[src/rtl/regfile_wb_scheduler_pkg.sv]
// Shared constants for the register-file write-back path: widths, register count
// and the fixed requester slot assignment.
package regfile_pkg;

    localparam int REG_ADDR_W = 5;
    localparam int XLEN       = 32;
    localparam int NUM_REGS   = 32;

    localparam int REQ_ALU = 0;
    localparam int REQ_LSU = 1;
    localparam int REQ_MUL = 2;

endpackage

[src/rtl/regfile_wb_scheduler_if.sv]
// Write-back request bus between the execution units (master) and the
// write-back scheduler (slave); one valid/ready lane per requester.
interface regfile_wb_scheduler_if #(
    parameter int NUM_REQ = 3
);

    logic [NUM_REQ-1:0]                        req_valid;
    logic [NUM_REQ-1:0]                        req_ready;
    logic [NUM_REQ*regfile_pkg::REG_ADDR_W-1:0] req_rd_addr;
    logic [NUM_REQ*regfile_pkg::XLEN-1:0]       req_rd_data;

    modport master (
        output req_valid,
        output req_rd_addr,
        output req_rd_data,
        input  req_ready
    );

    modport slave (
        input  req_valid,
        input  req_rd_addr,
        input  req_rd_data,
        output req_ready
    );

endinterface

[src/rtl/regfile_wb_scheduler_rr_arbiter.sv]
// Round-robin arbiter: grants the first requesting index at or after ptr,
// wrapping modulo N, as a one-hot vector plus its index.
module rr_arbiter #(
    parameter int N = 3,
    localparam int IDX_W = $clog2(N)
) (
    input  logic [N-1:0]     req,
    input  logic [IDX_W-1:0] ptr,
    output logic [N-1:0]     grant,
    output logic [IDX_W-1:0] grant_idx,
    output logic             grant_valid
);

    always_comb begin
        int idx;
        grant       = '0;
        grant_idx   = '0;
        grant_valid = 1'b0;
        idx         = 0;
        for (int k = 0; k < N; k++) begin
            idx = (int'(ptr) + k) % N;
            if (!grant_valid && req[idx]) begin
                grant[idx]  = 1'b1;
                grant_idx   = IDX_W'(idx);
                grant_valid = 1'b1;
            end
        end
    end

endmodule

[src/rtl/regfile_wb_scheduler.sv]
// Shares the register file's single write port among NUM_REQ producers and keeps
// a per-register pending-write scoreboard for RAW hazard detection at issue.
module regfile_wb_scheduler
    import regfile_pkg::*;
#(
    parameter int NUM_REQ = 3,
    parameter int CNT_W   = 2
) (
    input  logic                   clk,
    input  logic                   rst_n,
    regfile_wb_scheduler_if.slave  req_bus,
    output logic                   RegWEn,
    output logic [REG_ADDR_W-1:0]  rd_addr,
    output logic [XLEN-1:0]        rd_data,
    input  logic                   iss_valid,
    input  logic [REG_ADDR_W-1:0]  iss_rd_addr,
    output logic                   iss_ready,
    input  logic [REG_ADDR_W-1:0]  rs1_addr,
    input  logic [REG_ADDR_W-1:0]  rs2_addr,
    output logic                   hazard_rs1,
    output logic                   hazard_rs2
);

    localparam int IDX_W = $clog2(NUM_REQ);
    localparam logic [CNT_W-1:0] CNT_MAX = '1;

    logic [IDX_W-1:0]      rr_ptr;
    logic [IDX_W-1:0]      grant_idx;
    logic [NUM_REQ-1:0]    grant;
    logic [NUM_REQ-1:0]    req_masked;
    logic                  grant_valid;
    logic [REG_ADDR_W-1:0] sel_addr;
    logic [XLEN-1:0]       sel_data;
    logic [CNT_W-1:0]      cnt [NUM_REGS];
    logic [NUM_REGS-1:0]   inc_vec;
    logic [NUM_REGS-1:0]   dec_vec;

    // Masking with rst_n keeps every ready low for as long as reset is held.
    assign req_masked = req_bus.req_valid & {NUM_REQ{rst_n}};

    rr_arbiter #(.N(NUM_REQ)) u_arb (
        .req         (req_masked),
        .ptr         (rr_ptr),
        .grant       (grant),
        .grant_idx   (grant_idx),
        .grant_valid (grant_valid)
    );

    assign req_bus.req_ready = grant;
    assign sel_addr = req_bus.req_rd_addr[int'(grant_idx)*REG_ADDR_W +: REG_ADDR_W];
    assign sel_data = req_bus.req_rd_data[int'(grant_idx)*XLEN +: XLEN];

    always_ff @(posedge clk or negedge rst_n) begin
        if (!rst_n) begin
            RegWEn  <= 1'b0;
            rd_addr <= '0;
            rd_data <= '0;
            rr_ptr  <= '0;
        end else begin
            RegWEn <= grant_valid && (sel_addr != '0);
            if (grant_valid) begin
                rd_addr <= sel_addr;
                rd_data <= sel_data;
                rr_ptr  <= (grant_idx == IDX_W'(NUM_REQ - 1)) ? '0 : grant_idx + 1'b1;
            end
        end
    end

    assign iss_ready  = (cnt[iss_rd_addr] != CNT_MAX);
    assign hazard_rs1 = (rs1_addr != '0) && (cnt[rs1_addr] != '0);
    assign hazard_rs2 = (rs2_addr != '0) && (cnt[rs2_addr] != '0);

    always_comb begin
        inc_vec = '0;
        dec_vec = '0;
        if (iss_valid && iss_ready && (iss_rd_addr != '0)) inc_vec[iss_rd_addr] = 1'b1;
        if (RegWEn && (rd_addr != '0)) dec_vec[rd_addr] = 1'b1;
    end

    // The commit edge retires the entry, so a read in the next cycle is hazard-free.
    always_ff @(posedge clk or negedge rst_n) begin
        if (!rst_n) begin
            for (int r = 0; r < NUM_REGS; r++) cnt[r] <= '0;
        end else begin
            for (int r = 0; r < NUM_REGS; r++) begin
                if (inc_vec[r] && !dec_vec[r]) begin
                    cnt[r] <= cnt[r] + 1'b1;
                end else if (dec_vec[r] && !inc_vec[r] && (cnt[r] != '0)) begin
                    cnt[r] <= cnt[r] - 1'b1;
                end
            end
        end
    end

    a_no_underflow: assert property (@(posedge clk) disable iff (!rst_n)
        !(RegWEn && (rd_addr != '0) && (cnt[rd_addr] == '0)));

endmodule

[src/flat_wrapper.sv]
// flat-port wrapper written by rule: the top's interface ports become plain ports
module regfile_wb_scheduler_flat import regfile_pkg::*;
#(
    parameter int NUM_REQ = 3,
    parameter int CNT_W   = 2
)
  (clk, rst_n, RegWEn, rd_addr, rd_data, iss_valid, iss_rd_addr, iss_ready, rs1_addr, rs2_addr, hazard_rs1, hazard_rs2, req_bus_req_valid, req_bus_req_rd_addr, req_bus_req_rd_data, req_bus_req_ready);
  regfile_wb_scheduler_if #(.NUM_REQ(NUM_REQ)) req_bus_i ();
  input  logic clk;
  input  logic rst_n;
  output logic RegWEn;
  output logic [REG_ADDR_W-1:0] rd_addr;
  output logic [XLEN-1:0] rd_data;
  input  logic iss_valid;
  input  logic [REG_ADDR_W-1:0] iss_rd_addr;
  output logic iss_ready;
  input  logic [REG_ADDR_W-1:0] rs1_addr;
  input  logic [REG_ADDR_W-1:0] rs2_addr;
  output logic hazard_rs1;
  output logic hazard_rs2;
  input wire logic [$bits(req_bus_i.req_valid)-1:0] req_bus_req_valid;
  input wire logic [$bits(req_bus_i.req_rd_addr)-1:0] req_bus_req_rd_addr;
  input wire logic [$bits(req_bus_i.req_rd_data)-1:0] req_bus_req_rd_data;
  output wire logic [$bits(req_bus_i.req_ready)-1:0] req_bus_req_ready;
  assign req_bus_i.req_valid = req_bus_req_valid;
  assign req_bus_i.req_rd_addr = req_bus_req_rd_addr;
  assign req_bus_i.req_rd_data = req_bus_req_rd_data;
  assign req_bus_req_ready = req_bus_i.req_ready;
  regfile_wb_scheduler #(.NUM_REQ(NUM_REQ), .CNT_W(CNT_W)) u_core (.clk(clk), .rst_n(rst_n), .req_bus(req_bus_i), .RegWEn(RegWEn), .rd_addr(rd_addr), .rd_data(rd_data), .iss_valid(iss_valid), .iss_rd_addr(iss_rd_addr), .iss_ready(iss_ready), .rs1_addr(rs1_addr), .rs2_addr(rs2_addr), .hazard_rs1(hazard_rs1), .hazard_rs2(hazard_rs2));
endmodule
[config.mk]
export PLATFORM = sky130hd
export DESIGN_NAME = regfile_wb_scheduler_flat
export DESIGN_NICKNAME = d
export VERILOG_FILES = /design/src/rtl/regfile_wb_scheduler_pkg.sv /design/src/rtl/regfile_wb_scheduler_if.sv /design/src/rtl/regfile_wb_scheduler_rr_arbiter.sv /design/src/rtl/regfile_wb_scheduler.sv /design/src/flat_wrapper.sv
export SDC_FILE = /design/constraint.sdc
export NUM_CORES = 1
export LEC_CHECK = 0
export ABC_AREA = 0
export ABC_CLOCK_PERIOD_IN_PS = 3500
export CAP_MARGIN = 20
export CORE_ASPECT_RATIO = 1.5
export CORE_UTILIZATION = 52
export CTS_CLUSTER_SIZE = 8
export DETAILED_ROUTE_END_ITERATION = 10
export PLACE_DENSITY = 0.82
export SYNTH_ARGS = -nofsm -noshare
export SYNTH_HDL_FRONTEND = slang
export SYNTH_SLANG_ARGS = --single-unit
[constraint.sdc]
create_clock -name clk -period 3.5 [get_ports clk]
set_clock_uncertainty 0.2 [all_clocks]
set_input_delay 0.7 -clock clk [delete_from_list [all_inputs] [get_ports clk]]
set_output_delay 0.7 -clock clk [all_outputs]
set_load 0.02 [all_outputs]
==> results of run 1 <==
## cell usage after synthesis, types with 2 or more instances
cell type	number	area [µm²]
nor4_1	5	31.3
dfrtp_1	104	2600
ha_1	4	50.1
a211oi_1	54	405
xnor2_1	30	263
or2_2	2	12.5
a21o_1	34	255
clkbuf_1	36	135
inv_1	28	105
o21ai_0	33	165
o21ai_2	2	17.5
nand3_1	45	225
a21boi_0	5	37.5
a21oi_1	76	380
buf_2	5	25.0
buf_12	2	40.0
o221ai_1	5	43.8
mux4_2	9	203
o21a_1	20	150
o22ai_1	6	37.5
or3_1	7	43.8
or3b_1	3	26.3
nor3b_1	3	22.5
nor3_1	58	290
mux2i_1	70	701
buf_4	7	52.6
buf_6	9	101
nand2b_1	6	37.5
o21bai_1	2	15.0
nor2_1	127	477
a22oi_1	32	240
o31ai_1	2	15.0
clkinv_1	2	7.51
a31oi_1	3	18.8
nor2b_1	5	31.3
mux2_2	5	56.3
nand2_1	26	97.6
nand3b_1	6	45.0
o22a_1	5	43.8
o21ai_1	30	150
## layout make-up
cell class / count / share of cell area, %
clock inverters: 5 / 0.312
flip-flops and latches: 104 / 24.9
clock buffers: 11 / 2.23
multi-input cells: 742 / 46.3
repair buffers: 248 / 22.7
well taps: 196 / 2.35
inverters: 30 / 1.11
## power breakdown
part	internal [W]	switching (W)	total, W
combinational	0.00167	0.00202	0.00369
clock	0.000484	0.000466	0.000950
sequential	0.00164	0.000541	0.00218
## flip-flops by register name (all words and copies together), names as in the netlist
register and cells:
u_core.RegWEn 1, u_core.rr_ptr 2, u_core.rd_data 32, u_core.rd_addr 5, u_core.cnt 64
## through the flow
step	setup WS, ps	instances	cell area (µm²)
finish	113	1336	10400
CTS	0.506	1336	10400
global placement	-393	1318	10100
floorplan	299	936	7860
detailed placement	-425	1318	10100
global route	4.10	1336	10400
## metal layers
layer  track usage [%]  share of wire [%]
met1              39.8                 36
met2              59.2                 49
met3              7.34                7.9
met4              22.9                6.9
met5                 0                  0
## path summary, 6_finish.rpt
kind	endpoint	slack, ps	depth (start not counted)
min	u_core.cnt[63]$_DFFE_PN0P_	180	0
min reg2reg	u_core.cnt[63]$_DFFE_PN0P_	180	0
min in group asynchronous	u_core.cnt[17]$_DFFE_PN0P_	200	2
max in group asynchronous	u_core.cnt[34]$_DFFE_PN0P_	1610	3
max reg2reg	u_core.rd_data[20]$_DFFE_PN0P_	460	10
max	hazard_rs1	110	5
## timing repair
| item | in CTS | in global routing |
|---|---|---|
| setup endpoints to repair | 5 | 4 |
| resized for setup | 23 | 6 |
| cloned | 1 | 0 |
| hold buffers | 1 | 0 |
| endpoints found under the hold margin | 7 | 0 |
## kinds of logic (layout without fill, tap and decap cells)
group / count (synthesis) / after routing / share of synthesized area (%)
and+or+nand+nor: 304 / 304 / 18.2
AOI/OAI and AO/OA: 320 / 320 / 26.5
buffers and inverters: 90 / 294 / 5.99
muxes: 84 / 84 / 12.2
xor gates and xnor gates: 30 / 30 / 3.34
DFF: 104 / 104 / 33.1
adders and majority gates: 4 / 4 / 0.637
## critical path: cells and delay by family
kind     cells  cell delay [ps]
mux          2              950
buf+inv      3              840
==> flow_metrics.env, run 1 <==
export IMPL_ant_nets=0
export IMPL_drc=0
export IMPL_min_from="u_core.cnt[63]$_DFFE_PN0P_"
export IMPL_setup_tns_ps=0
export IMPL_maxCapViolCount=0
export IMPL_cts_tree="done"
export IMPL_cts_max_level=3
export IMPL_hp_class="reg2reg"
export IMPL_ys_seq_area_share_pct=33.1
export IMPL_route_detailed_wl_per_inst_um=19.9
export IMPL_grt_overflow=0
export IMPL_hpwl_mm=19.5
export IMPL_clkTransAtPathRegs_ps=70
export IMPL_viasPerCell=6.24
export IMPL_tightest_slew_ps=980
export IMPL_whs_ps=181
export IMPL_port_buffers=175
export IMPL_relSlewSlack_pct=34.7
export IMPL_worstPathMaxFanout=3
export IMPL_dieArea_um2=15600
export IMPL_synth_area_um2=7860
export IMPL_crit_start="rs1_addr[2]"
export IMPL_grt_max_degree=75
export IMPL_post_synth_num_cell_types=63
export IMPL_synth_seq_cells=104
export IMPL_postCtsSetupBuffers=0
export IMPL_insertion_delay_ps=350
export IMPL_synthArstFlopShare_pct=100
export IMPL_final_common_cell="clkdlybuf4s50_1"
export IMPL_cpPeakStageDelay_ps=530
export IMPL_slowest_stage="clkdlybuf4s50_1"
export IMPL_start_kind="primary input"
export IMPL_start_util_pct=53.6
export IMPL_fp_dieW_um=102
export IMPL_outcome="completed"
export IMPL_synth_cells=936
export IMPL_synth_edf_count=0
export IMPL_layout_drive_gt1_share_pct=11.0
export IMPL_worstPathArrival_ps=2490
export IMPL_core_area_um2=14700
export IMPL_syn_nets=1072
export IMPL_antenna_found_initial=0
export IMPL_reg2reg_from="u_core.rr_ptr[0]$_DFFE_PN0P_"
export IMPL_io_pins=176
export IMPL_multiInputGateArea_um2=4840
export IMPL_period_needed_ps=3390
export IMPL_fin_util_pct=71.2
export IMPL_crit_path_frequent_cell="mux4_2"
export IMPL_powerDensity_nw_per_um2=653
export IMPL_n_antenna_cell=0
export IMPL_path_cells="clkdlybuf4s50_1 -> buf_4 -> mux4_2 -> mux4_2 -> buf_2"
export IMPL_end_kind="primary output"
export IMPL_cts_root_buf="clkbuf_16"
export IMPL_regArea_um2=2600
export IMPL_n_fill_cell=1173
export IMPL_drt_pass1_iter_count=6
export IMPL_vias=8340
export IMPL_clockBufferDepth=2
export IMPL_grt_pass1_wl_mm=42.0
export IMPL_ys_warn_count=0
export IMPL_synth_ff_type="dfrtp_1"
export IMPL_grt_usage_pct=35.3
export IMPL_slew_violations=0
export IMPL_mostFrequentLayoutCells="clkdlybuf4s50_1 (160), nor2_1 (126), dfrtp_1 (104)"
export IMPL_grt_pass1_vias=8120
export IMPL_synthToLayoutAreaGrowth_pct=32.9
export IMPL_crit_type="in2out"
export IMPL_clock_fmax_mhz=295
export IMPL_rows=54
export IMPL_p_leak_nw=4.56
export IMPL_setup_viol=0
export IMPL_routabilityCongestion=0.982
export IMPL_drt_iter0_drc=742
export IMPL_cts_inserted_buffers=9
export IMPL_post_route_period_util_pct=96.8
export IMPL_drt_total_wl_mm=26.6
export IMPL_syn_avg_cell_area_um2=8.40
export IMPL_die_h_um=153
export IMPL_cts_sinks=104
export IMPL_nNetsFinal=1271
export IMPL_hold_viol=0
export IMPL_cp_required_ps=2600
export IMPL_rsz0062_at_grt="no"
export IMPL_peakVddDrop_mv=0.660
export IMPL_total_power_w=0.00682
Power figures use the tool's default switching activity.
==> inputs of run 2 (changes only) <==
--- a/config.mk
+++ b/config.mk
@@ -10,7 +10,7 @@
 export CAP_MARGIN = 20
 export CORE_ASPECT_RATIO = 1.5
 export CORE_UTILIZATION = 52
-export CTS_CLUSTER_SIZE = 8
+export CTS_CLUSTER_SIZE = 24
 export DETAILED_ROUTE_END_ITERATION = 10
 export PLACE_DENSITY = 0.82
 export SYNTH_ARGS = -nofsm -noshare
==> results of run 2 <==
The final DEF is identical to that of run 1; final timing and power are the same.
